<file path="config.mk">
export PLATFORM = sky130hd
export DESIGN_NAME = sprite_addr_calc
export DESIGN_NICKNAME = d
export VERILOG_FILES = /design/src/rtl/sprite_pkg.sv /design/src/rtl/sprite_hit.sv /design/src/rtl/sprite_addr_calc.sv
export SDC_FILE = /design/constraint.sdc
export NUM_CORES = 1
export LEC_CHECK = 0
export BUFFER_PORTS_ARGS = -buffer_cell sky130_fd_sc_hd__buf_2
export CAP_MARGIN = 20
export CORE_AREA = 2 2 132 134
export CTS_CLUSTER_SIZE = 16
export DETAILED_ROUTE_END_ITERATION = 10
export DIE_AREA = 0 0 134 136
export PLACE_DENSITY = 0.69
export SYNTH_ARGS = -nofsm -noshare
export SYNTH_HDL_FRONTEND = slang
export SYNTH_SLANG_ARGS = --single-unit
</file>
<file path="constraint.sdc">
create_clock -name clk -period 0.8 [get_ports clk]
set_input_delay 0.08 -clock clk [delete_from_list [all_inputs] [get_ports clk]]
set_output_delay 0.08 -clock clk [all_outputs]
set_load 0.05 [all_outputs]
</file>
<file path="src/rtl/sprite_pkg.sv">
// Shared field layouts and constants for the sprite address path.
package sprite_pkg;

    // Pattern descriptor: ROM base pixel index, source size, on-screen box size.
    typedef struct packed {
        logic [15:0] base;
        logic [15:0] src_w;
        logic [15:0] src_h;
        logic [15:0] scr_w;
        logic [15:0] scr_h;
    } pattern_info_t;

    // Per-sprite placement word; low 10 bits carry no meaning here.
    typedef struct packed {
        logic       visible;
        logic       flip;
        logic [9:0] x;
        logic [9:0] y;
        logic [9:0] reserved;
    } sprite_info_t;

    localparam logic [15:0] INVALID_ADDR = 16'hFFFF;

endpackage

</file>
<file path="src/rtl/sprite_hit.sv">
// Combinational coverage test for one sprite at the current beam position.
// Produces the hit flag and the in-box offsets dx/dy (zero when outside).
module sprite_hit
    import sprite_pkg::*;
(
    input  pattern_info_t pattern,
    input  sprite_info_t  sprite,
    input  logic [9:0]    hcount,
    input  logic [9:0]    vcount,
    output logic          hit,
    output logic [15:0]   dx,
    output logic [15:0]   dy
);

    logic [16:0] x_end_s;
    logic [16:0] y_end_s;
    logic        in_box_s;
    logic [9:0]  dx_raw_s;
    logic [9:0]  dy_raw_s;
    logic        unused_s;

    // Fields that play no part in the coverage decision.
    assign unused_s = ^{pattern.base, sprite.flip, sprite.reserved};

    // Box ends are 17 bits wide so a box running past the screen edge never wraps.
    always_comb begin
        x_end_s = {7'd0, sprite.x} + {1'b0, pattern.scr_w};
        y_end_s = {7'd0, sprite.y} + {1'b0, pattern.scr_h};
    end

    // Box test, offsets, then the source-size bound; pixels past the source are transparent.
    always_comb begin
        in_box_s = 1'b0;
        dx_raw_s = 10'd0;
        dy_raw_s = 10'd0;
        dx       = 16'd0;
        dy       = 16'd0;
        hit      = 1'b0;
        if ((hcount >= sprite.x) && ({7'd0, hcount} < x_end_s) &&
            (vcount >= sprite.y) && ({7'd0, vcount} < y_end_s)) begin
            in_box_s = 1'b1;
        end else begin
            in_box_s = 1'b0;
        end
        if (in_box_s) begin
            dx_raw_s = hcount - sprite.x;
            dy_raw_s = vcount - sprite.y;
            dx       = {6'd0, dx_raw_s};
            dy       = {6'd0, dy_raw_s};
            hit      = sprite.visible && (dx < pattern.src_w) && (dy < pattern.src_h);
        end else begin
            hit      = 1'b0;
        end
    end

endmodule

</file>
<file path="src/rtl/sprite_addr_calc.sv">
// Per-pixel sprite ROM address generator with one register stage.
// Optional horizontal mirroring is built only when ADDR_CAL_FLIP_EN is defined.
module sprite_addr_calc
    import sprite_pkg::*;
(
    input  logic        clk,
    input  logic        reset,
    input  logic [79:0] pattern_info,
    input  logic [31:0] sprite_info,
    input  logic [9:0]  hcount,
    input  logic [9:0]  vcount,
    output logic [15:0] addr_output,
    output logic        valid
);

    pattern_info_t pattern_s;
    sprite_info_t  sprite_s;
    logic          hit_s;
    logic [15:0]   dx_s;
    logic [15:0]   dy_s;
    logic [15:0]   col_s;
    logic [15:0]   addr_s;
    logic [15:0]   addr_next_s;
    logic          valid_next_s;
    logic [15:0]   addr_r;
    logic          valid_r;

    assign pattern_s = pattern_info_t'(pattern_info);
    assign sprite_s  = sprite_info_t'(sprite_info);

    sprite_hit u_hit (
        .pattern (pattern_s),
        .sprite  (sprite_s),
        .hcount  (hcount),
        .vcount  (vcount),
        .hit     (hit_s),
        .dx      (dx_s),
        .dy      (dy_s)
    );

`ifdef ADDR_CAL_FLIP_EN
    // Mirrored column counts back from the right edge of the source image.
    always_comb begin
        col_s = dx_s;
        if (sprite_s.flip) begin
            col_s = pattern_s.src_w - 16'd1 - dx_s;
        end else begin
            col_s = dx_s;
        end
    end
`else
    // Without mirroring the column is simply the in-box offset.
    always_comb begin
        col_s = dx_s;
    end
`endif

    // Row-major pixel index; wraps modulo 2^16, range checking is downstream.
    always_comb begin
        addr_s = pattern_s.base + (dy_s * pattern_s.src_w) + col_s;
    end

    // Select the value to register: the address on a hit, the invalid marker otherwise.
    always_comb begin
        valid_next_s = 1'b0;
        addr_next_s  = INVALID_ADDR;
        if (hit_s) begin
            valid_next_s = 1'b1;
            addr_next_s  = addr_s;
        end else begin
            valid_next_s = 1'b0;
            addr_next_s  = INVALID_ADDR;
        end
    end

    // Output register; reset forces the invalid state immediately.
    always_ff @(posedge clk or negedge reset) begin
        if (!reset) begin
            valid_r <= 1'b0;
            addr_r  <= INVALID_ADDR;
        end else begin
            valid_r <= valid_next_s;
            addr_r  <= addr_next_s;
        end
    end

    assign valid       = valid_r;
    assign addr_output = addr_r;

endmodule

</file>
## Yosys cells after proc, flatten, opt, wreduce, memory -nomap -nowiden

Cells that the tools add are included.

| word-level totals | value |
|---|---|
| register bits after elaboration | 17 |
| output and inout bits | 17 |
| word-level logic and storage cells | 26 |

| cells by class | value |
|---|---|
| add/sub/neg operators | 6 |
| reductions and logical operators | 5 |
| $lt $le $gt $ge | 6 |
| mux-type cells | 6 |
| $mul | 1 |

Operator list:

| cell | count |
|---|---|
| 10-bit by 16-bit adder with 17-bit output | 2 |
| 10-bit by 17-bit less-than comparator with 1-bit output | 2 |
| 16-bit adder | 2 |
| 10-bit by 16-bit less-than comparator with 1-bit output | 2 |
| 10-bit >= comparator | 2 |
| 10-bit two-way mux | 2 |
| 10-bit subtractor | 2 |
| 16-bit by 16-bit multiplier with 16-bit output | 1 |
| 16-bit two-way mux | 1 |
| 1-bit logical AND | 5 |
| 1-bit two-way mux | 3 |

## Longest topological paths before layout

Gate-level depths: netlist of the first run.

| depth | value |
|---|---|
| depth in word-level cells | 11 |
| depth in mapped cells | 41 |
| depth with buffers taken out | 40 |

## Modules after synthesis

From an unflattened synthesis of the first run, not the netlist that was laid out.

| unflattened totals | value |
|---|---|
| cell total of the unflattened synthesis | 1020 |
| area total of the unflattened synthesis | 8695.8 um^2 |

By module, submodules not included:

| module | area an instance (um^2) | instances | cells an instance |
|---|---|---|---|
| sprite_addr_calc | 5335.1 | 1 | 587 |
| sprite_hit | 3360.7 | 1 | 433 |

## Least setup slack after synthesis of the first run

No wires, ideal clock.

| timing path | value |
|---|---|
| path kind | in2reg |
| from | in pattern_info[0] |
| to | reg addr_r[15], in the netlist addr_output[15] |
| library setup time | 0.066 ns |
| slack | -7.193 ns |
| cell stages on the path | 37 |
| arrival | 7.928 ns |
| required time | 0.734 ns |
| cell sequence | ha_1 fa_1 a21o_1 a21oi_1 nand2b_1 nand2b_1 a21oi_1 xor2_1 ha_1 a21oi_1 nor2b_1 o21ai_0 nand2b_1 a21oi_1 a221oi_1 nand4_1 nand2_1 nor2_2 clkbuf_1 nand3_1 fa_1 inv_1 fa_1 inv_1 fa_1 fa_1 fa_1 xor2_1 xnor2_1 xnor3_1 xnor2_1 xnor3_1 xnor2_1 xnor3_1 xor3_1 nor2_1 nand3b_1 |

| on the way | value |
|---|---|
| longest elaborated chain between the ends | 9 |
| elaborated cells between the ends (all ways) | 11 |
| classes of those cells | add/sub (3); mul (1); order compare (1); mux (5); reduce/logical (1) |

Ends and longest elaborated chain:

| what | RTL line | text |
|---|---|---|
| from (decl) | sprite_addr_calc.sv:8 | `input logic [79:0] pattern_info,` |
| 10-bit by 16-bit adder with 17-bit output * | sprite_hit.sv:28 | `y_end_s = {7'd0, sprite.y} + {1'b0, pattern.scr_h};` |
| 10-bit by 17-bit less-than comparator with 1-bit output * | sprite_hit.sv:40 | `(vcount >= sprite.y) && ({7'd0, vcount} < y_end_s)) begin` |
| 1-bit logical AND * | sprite_hit.sv:40 |  |
| 1-bit two-way mux * | sprite_hit.sv:39 | `if ((hcount >= sprite.x) && ({7'd0, hcount} < x_end_s) &&` |
| 10-bit two-way mux | sprite_hit.sv:45 | `if (in_box_s) begin` |
| 16-bit by 16-bit multiplier with 16-bit output | sprite_addr_calc.sv:60 | `addr_s = pattern_s.base + (dy_s * pattern_s.src_w) + col_s;` |
| 16-bit adder (2 in a row) | sprite_addr_calc.sv:60 |  |
| 16-bit two-way mux * | sprite_addr_calc.sv:67 | `if (hit_s) begin` |
| named net addr_next_s[15] | sprite_addr_calc.sv:23 | `logic [15:0] addr_next_s;` |
| to (signal assigned) | sprite_addr_calc.sv:83 | `addr_r <= addr_next_s;` |
| to (decl) | sprite_addr_calc.sv:25 | `logic [15:0] addr_r;` |

Mark *: on every way through the listed nets, which the timed path passes. The rest lies on a longest branch.

## Final worst setup path of the first run

| timing path | value |
|---|---|
| from | in pattern_info[17] |
| to | reg addr_r[15], in the netlist addr_output[15] |

| on the way | value |
|---|---|
| longest elaborated chain between the ends | 11 |
| elaborated cells between the ends (all ways) | 13 |
| classes of those cells | add/sub (3); mul (1); order compare (1); mux (5); reduce/logical (3) |

Ends and longest elaborated chain:

| what | RTL line | text |
|---|---|---|
| 10-bit by 16-bit adder with 17-bit output * | sprite_hit.sv:27 | `x_end_s = {7'd0, sprite.x} + {1'b0, pattern.scr_w};` |
| 10-bit by 17-bit less-than comparator with 1-bit output * | sprite_hit.sv:39 |  |
| 1-bit logical AND * (2 in a row) | sprite_hit.sv:39 |  |
| 1-bit logical AND * | sprite_hit.sv:40 |  |
| 1-bit two-way mux * | sprite_hit.sv:39 |  |
| 10-bit two-way mux | sprite_hit.sv:45 |  |
| 16-bit by 16-bit multiplier with 16-bit output | sprite_addr_calc.sv:60 |  |
| 16-bit adder (2 in a row) | sprite_addr_calc.sv:60 |  |
| 16-bit two-way mux * | sprite_addr_calc.sv:67 |  |
| named net addr_next_s[15] | sprite_addr_calc.sv:23 |  |

Marked as above.

==> impl_metrics.ini, run 1 <==
[status]
run_status = finished, violations left
violations = negative setup slack

[placement]
place_congestion = 0.913
dpl.hpwl_um = 17100
numPortBuffers = 139

[sta]
fin_crit_ns = 7.52
fin_ws_ns = -6.72
hold_slack_ns = 0.220
setup_viol = 34
fin_setup_tns_ns = -94.96
max_freq_mhz = 133
slew_violations = 0
hold_violations = 0
rsz0062_at_grt = true
min_period_over_period = 9.40
relSlewSlack = 0.705
worstMarginPinSlew_ns = 0.432

[power]
power_switching_share = 0.458
p_comb_frac = 0.880
power.leakage_nw = 5.87
power_frac_clock = 0.056
intPower_mw = 9.91
p_per_area_nw_per_um2 = 1580
seq_power_share = 0.064
p_sw_mw = 8.38
peakVddDrop_mv = 1.72

[setup_path]
start_kind = input pin
crit_buf_inv = 8
crit_required_ns = 0.97
slowest_stage = fa_2
crit_family = adder cells
critPathArrivalTime_ns = 7.69
worst-path-max-fanout = 8
critPathKind = in2reg
setup.worst_path.start = pattern_info[17]
critical-path-max-stage-delay_ns = 0.56
cp-end-kind = register

[clocking]
clk_root_buffer_cell = clkbuf_16
htreeDepth = 1
cts.path.max_buffers = 2
cts_tree = yes
path_clk_slew_ns = 0.05
cts_buffers = 3
cts_sinks = 17

[synth]
synth_nets = 1234
synth_top_area_share = 0.263
ys.flop_type = dfstp_2
yosys_warnings = 0
synthArstFlopShare = 1.00
yosysUniqueCellTypes = 58
synth-seq-area-share = 0.0596
synth_area_leaders = fa_1, ha_1, inv_1, dfstp_2, nand3_1
synth-edff-count = 0
syn_avg_cell_area_um2 = 8.39
netlist_area_um2 = 7470
synth.largest_area_cell = fa_1
syn_inst = 890
ys_seq_elements = 17

[floorplan]
die_area_um2 = 18200
rows = 48
io_pins = 151
core-area_um2 = 16900
die_h_um = 136
die-width_um = 134
start_util = 0.443

[final_layout]
multi_input_area_um2 = 7000
final_layout_size_suffix_gt1_frac = 0.440
final_nets = 1610
syn_to_final_growth_pct = 55.1
regArea_um2 = 445
fillers = 1290

[global_routing]
grt_pass1_vias = 7611
grt-ovfl-total = 0
grt_max_degree = 23
grt_pass1_wl_um = 33800
antenna_found_initial = 3
track_usage = 0.226

[drt]
wire_per_inst_um = 15.7
vias_per_cell = 5.21
drt_wl_total_um = 23400
drc = 0
firstDrtPassIters = 6
ant_nets = 0
num_vias = 7771
drt_iter0_drc = 364

[flow_run]
cap_violations = 0

[worst_hold_path]
worstHoldStart = pattern_info[64]
holdCritPathClass = in2reg
==> per-stage QoR <==
stage                     setup WS, ns  area [um^2]  power [mW]   util  std cells
after floorplan                  -6.50         7610        9.16      -        890
after global placement           -6.88        10100        13.2  0.598       1442
after detailed placement         -7.08        10100        13.5  0.598       1442
after CTS                        -6.63        10800        15.8  0.639       1462
after global routing             -7.06        11600        19.9  0.686       1491
final                            -6.72        11600        18.3  0.687       1492
==> synthesized netlist by cell type, types with 2 or more instances <==
master / number
buf_2: 2
or4_1: 2
a21oi_1: 47
xnor3_1: 3
o21bai_1: 2
ha_1: 112
and2_1: 9
and3_1: 38
a21boi_0: 6
dfstp_2: 16
nor2b_1: 9
nand3_1: 67
a211oi_1: 6
mux2i_1: 3
xnor2_1: 25
a2111oi_0: 3
o21ai_0: 33
clkbuf_1: 29
nor4_1: 11
o21a_1: 9
a21o_1: 22
inv_1: 170
nor2_1: 29
nand2b_1: 15
o41ai_1: 2
nor3_1: 7
or3_1: 3
fa_1: 98
a31oi_1: 2
nor4b_1: 5
xor2_1: 25
nand4b_1: 2
nand4_1: 7
nand2_1: 40
nand3b_1: 4
o211ai_1: 3
nor4_4: 2
or2_2: 2
==> flip-flops by register name (all words and copies together), names as in the netlist <==
signal and count:
addr_output 16, valid 1
==> cell usage in the layout, fill, tap and decap left out, drive strengths merged, types with 7 or more instances in the layout <==
cell	count
a21o	22
a21oi	48
and2	9
and3	38
buf	397
clkbuf	8
dfstp	16
fa	98
ha	112
inv	170
nand2	40
nand2b	15
nand3	67
nand4	7
nor2	30
nor2b	9
nor3	7
nor4	13
o21a	9
o21ai	34
xnor2	25
xor2	26
==> power by group through the flow <==
| stage | logic [mW] | clock network [mW] | registers [mW] |
|---|---|---|---|
| 2_1_floorplan | 7.53 | 0 | 1.63 |
| 3_3_place_gp | 12.1 | 0 | 1.11 |
| 4_1_cts | 13.6 | 0.998 | 1.17 |
| 6_report | 16.1 | 1.02 | 1.18 |
| 3_5_place_dp | 12.4 | 0 | 1.12 |
| 5_1_grt | 17.6 | 1.07 | 1.19 |
==> path summary, 6_finish.rpt <==
path | depth (start not counted) | to | slack, ns
max in group asynchronous | 2 | addr_output[2] | 0.22
worst max-delay path | 41 | addr_output[15] | -6.72
worst min-delay path | 4 | addr_output[0] | 0.22
min in group asynchronous | 2 | valid | 0.28
==> routing by layer <==
| layer | wire, um | global-route usage | up-vias |
|---|---|---|---|
| met2 | 12500 | 0.430 | 260 |
| met3 | 1200 | 0.0235 | 64 |
| met1 | 9130 | 0.277 | 3713 |
| met4 | 607 | 0.0426 | 2 |
| li1 | - | - | 3732 |
| met5 | 13 | 0 | - |
==> cell type report <==
class | instances | share of cell area
Sequential cell | 17 | 0.0384
Clock buffer | 4 | 0.00680
Tap cell | 225 | 0.0243
Multi-Input combinational cell | 672 | 0.604
Inverter | 170 | 0.0553
Timing Repair Buffer | 402 | 0.270
Antenna cell | 2 | 0.000432
==> kinds of logic after synthesis <==
group / after synthesis / synth area share
AND/OR/NAND/NOR: 255 / 0.186
adder cells (fa/ha/maj): 210 / 0.450
multiplexers: 3 / 0.00402
buffers and inverters: 201 / 0.101
flip-flops: 17 / 0.0596
AO/OA/AOI/OAI: 149 / 0.126
XOR/XNOR: 55 / 0.0730
==> timing repair <==
item,CTS,global route
hold buffers,1,0
resized for setup,114,110
cloned,1,4
pin swaps,30,77
setup endpoints to repair,34,34
setup buffers,14,24
endpoints found under the hold margin,1,0
(Power assumes the default switching activity.)
==> run 2, diff against run 1 <==
- CORE_AREA: 2 2 132 134 -> 8 8 138 140
- CTS_BUF_LIST: default -> sky130_fd_sc_hd__clkbuf_2
- DIE_AREA: 0 0 134 136 -> 0 0 146 148
==> impl_metrics.ini, run 2 (synthesis gave the netlist of run 1 again) <==
[setup_path]
critPathKind = in2reg
slowest_stage = fa_1
crit_required_ns = 1.07
cp-end-kind = register
critPathArrivalTime_ns = 7.71
worst-path-max-fanout = 9
start_kind = input pin
path_common_cell = fa_1
critical-path-max-stage-delay_ns = 0.54

[drt]
num_vias = 7649
drt_iter0_drc = 381
firstDrtPassIters = 5
ant_nets = 0
drc = 0
wire_per_inst_um = 15.2
drt_wl_total_um = 22600
vias_per_cell = 5.15

[global_routing]
grt_max_degree = 19
grt_pass1_wl_um = 36600
track_usage = 0.201
grt-ovfl-total = 0
grt_pass1_vias = 8044
antenna_found_initial = 2

[power]
power.leakage_nw = 5.78
total_power_mw = 16.5
p_per_area_nw_per_um2 = 1480
peakVddDrop_mv = 1.45

[final_layout]
finalNonFillerCells = 1484
fin_util = 0.661
final_nets = 1602
syn_to_final_growth_pct = 50.0
final_cell_mix = buf_4, inv_1, buf_2
fillers = 1386
largest_reg_flops = 16
final_common_cell = buf_4
final_layout_size_suffix_gt1_frac = 0.418

[status]
run_status = finished, violations left
violations = negative setup slack

[floorplan]
core-area_um2 = 16900
io_pins = 151
die_area_um2 = 21600
die-width_um = 146
start_util = 0.441
rows = 48
die_h_um = 148

[clocking]
cts_sinks = 17
path_clk_slew_ns = 0.17
cts_tree = yes
cts_buffers = 3
cts.path.max_buffers = 2
clk_root_buffer_cell = clkbuf_2
htreeDepth = 1

[sta]
rsz0062_at_grt = true
hold_slack_ns = 0.179
setup_viol = 34
max_freq_mhz = 134
relSlewSlack = 0.639
fin_ws_ns = -6.64
slew_violations = 0
min_period_over_period = 9.30
fin_crit_ns = 7.44
worstMarginPinSlew_ns = 0.528
hold_violations = 0

[placement]
dpl_worst_slack_ns = -7.11
dpl.hpwl_um = 18400
numPlacedInstances = 1455
place_congestion = 0.884
numPortBuffers = 139

[flow_run]
cap_violations = 0

[worst_hold_path]
holdCritPathClass = in2async
-- run 2: worst paths after layout --
| check | slack, ns | endpoint | startpoint |
|---|---|---|---|
| min | 0.18 | valid | reset |
| min in group clk | 0.18 | addr_output[0] | pattern_info[64] |
| max | -6.64 | addr_output[15] | pattern_info[0] |
| max in group asynchronous | 0.29 | addr_output[2] | reset |
-- run 2: per-stage QoR --
stage / instance area (um^2) / TNS, ns
2_1_floorplan: 7610 / -88.13
3_3_place_gp: 10200 / -93.60
3_5_place_dp: 10200 / -96.06
4_1_cts: 10900 / -96.24
5_1_grt: 11200 / -100.38
6_report: 11200 / -94.74
-- run 2: critical path: cells and delay by family --
| family | cells | cell delay (ns) |
|---|---|---|
| XOR/XNOR | 9 | 1.96 |
| AND/OR/NAND/NOR | 10 | 1.09 |
| AO/OA/AOI/OAI | 7 | 0.98 |
| adder cells (fa/ha/maj) | 8 | 3.21 |
| buffers and inverters | 4 | 0.36 |
-- run 2: timing repair --
item	in CTS	in global routing
gates cloned	2	1
gates resized for setup	128	51
hold endpoints to repair	17	0
endpoints found under the setup margin	34	34
pin swaps	59	43
hold buffers	1	0
setup buffers	18	7
-- run 2: per-layer routing --
metal	vias up	track usage	share of wire
li1	3724	-	-
met1	3678	0.241	0.42
met2	212	0.377	0.52
met3	31	0.0251	0.048
met4	4	0.0412	0.015
met5	-	0	0.0010
-- run 2: final cells by class --
| cell class | count | area, um^2 | share of cell area |
|---|---|---|---|
| multi-input cells | 672 | 6850 | 0.611 |
| diodes | 2 | 5.00 | 0.000447 |
| well taps | 225 | 282 | 0.0251 |
| repair buffers | 394 | 2960 | 0.265 |
| flip-flops and latches | 17 | 445 | 0.0398 |
| clock inverters | 1 | 5.00 | 0.000447 |
| clock buffers | 3 | 15.0 | 0.00134 |
| inverters | 170 | 638 | 0.0570 |
-- run 2: report_power, final --
| group | internal, mW | leakage [nW] | total [mW] | switching (mW) |
|---|---|---|---|---|
| clock | 0.113 | 0.0164 | 0.390 | 0.277 |
| combinational | 7.59 | 5.58 | 15.0 | 7.39 |
| sequential | 1.08 | 0.182 | 1.17 | 0.0885 |
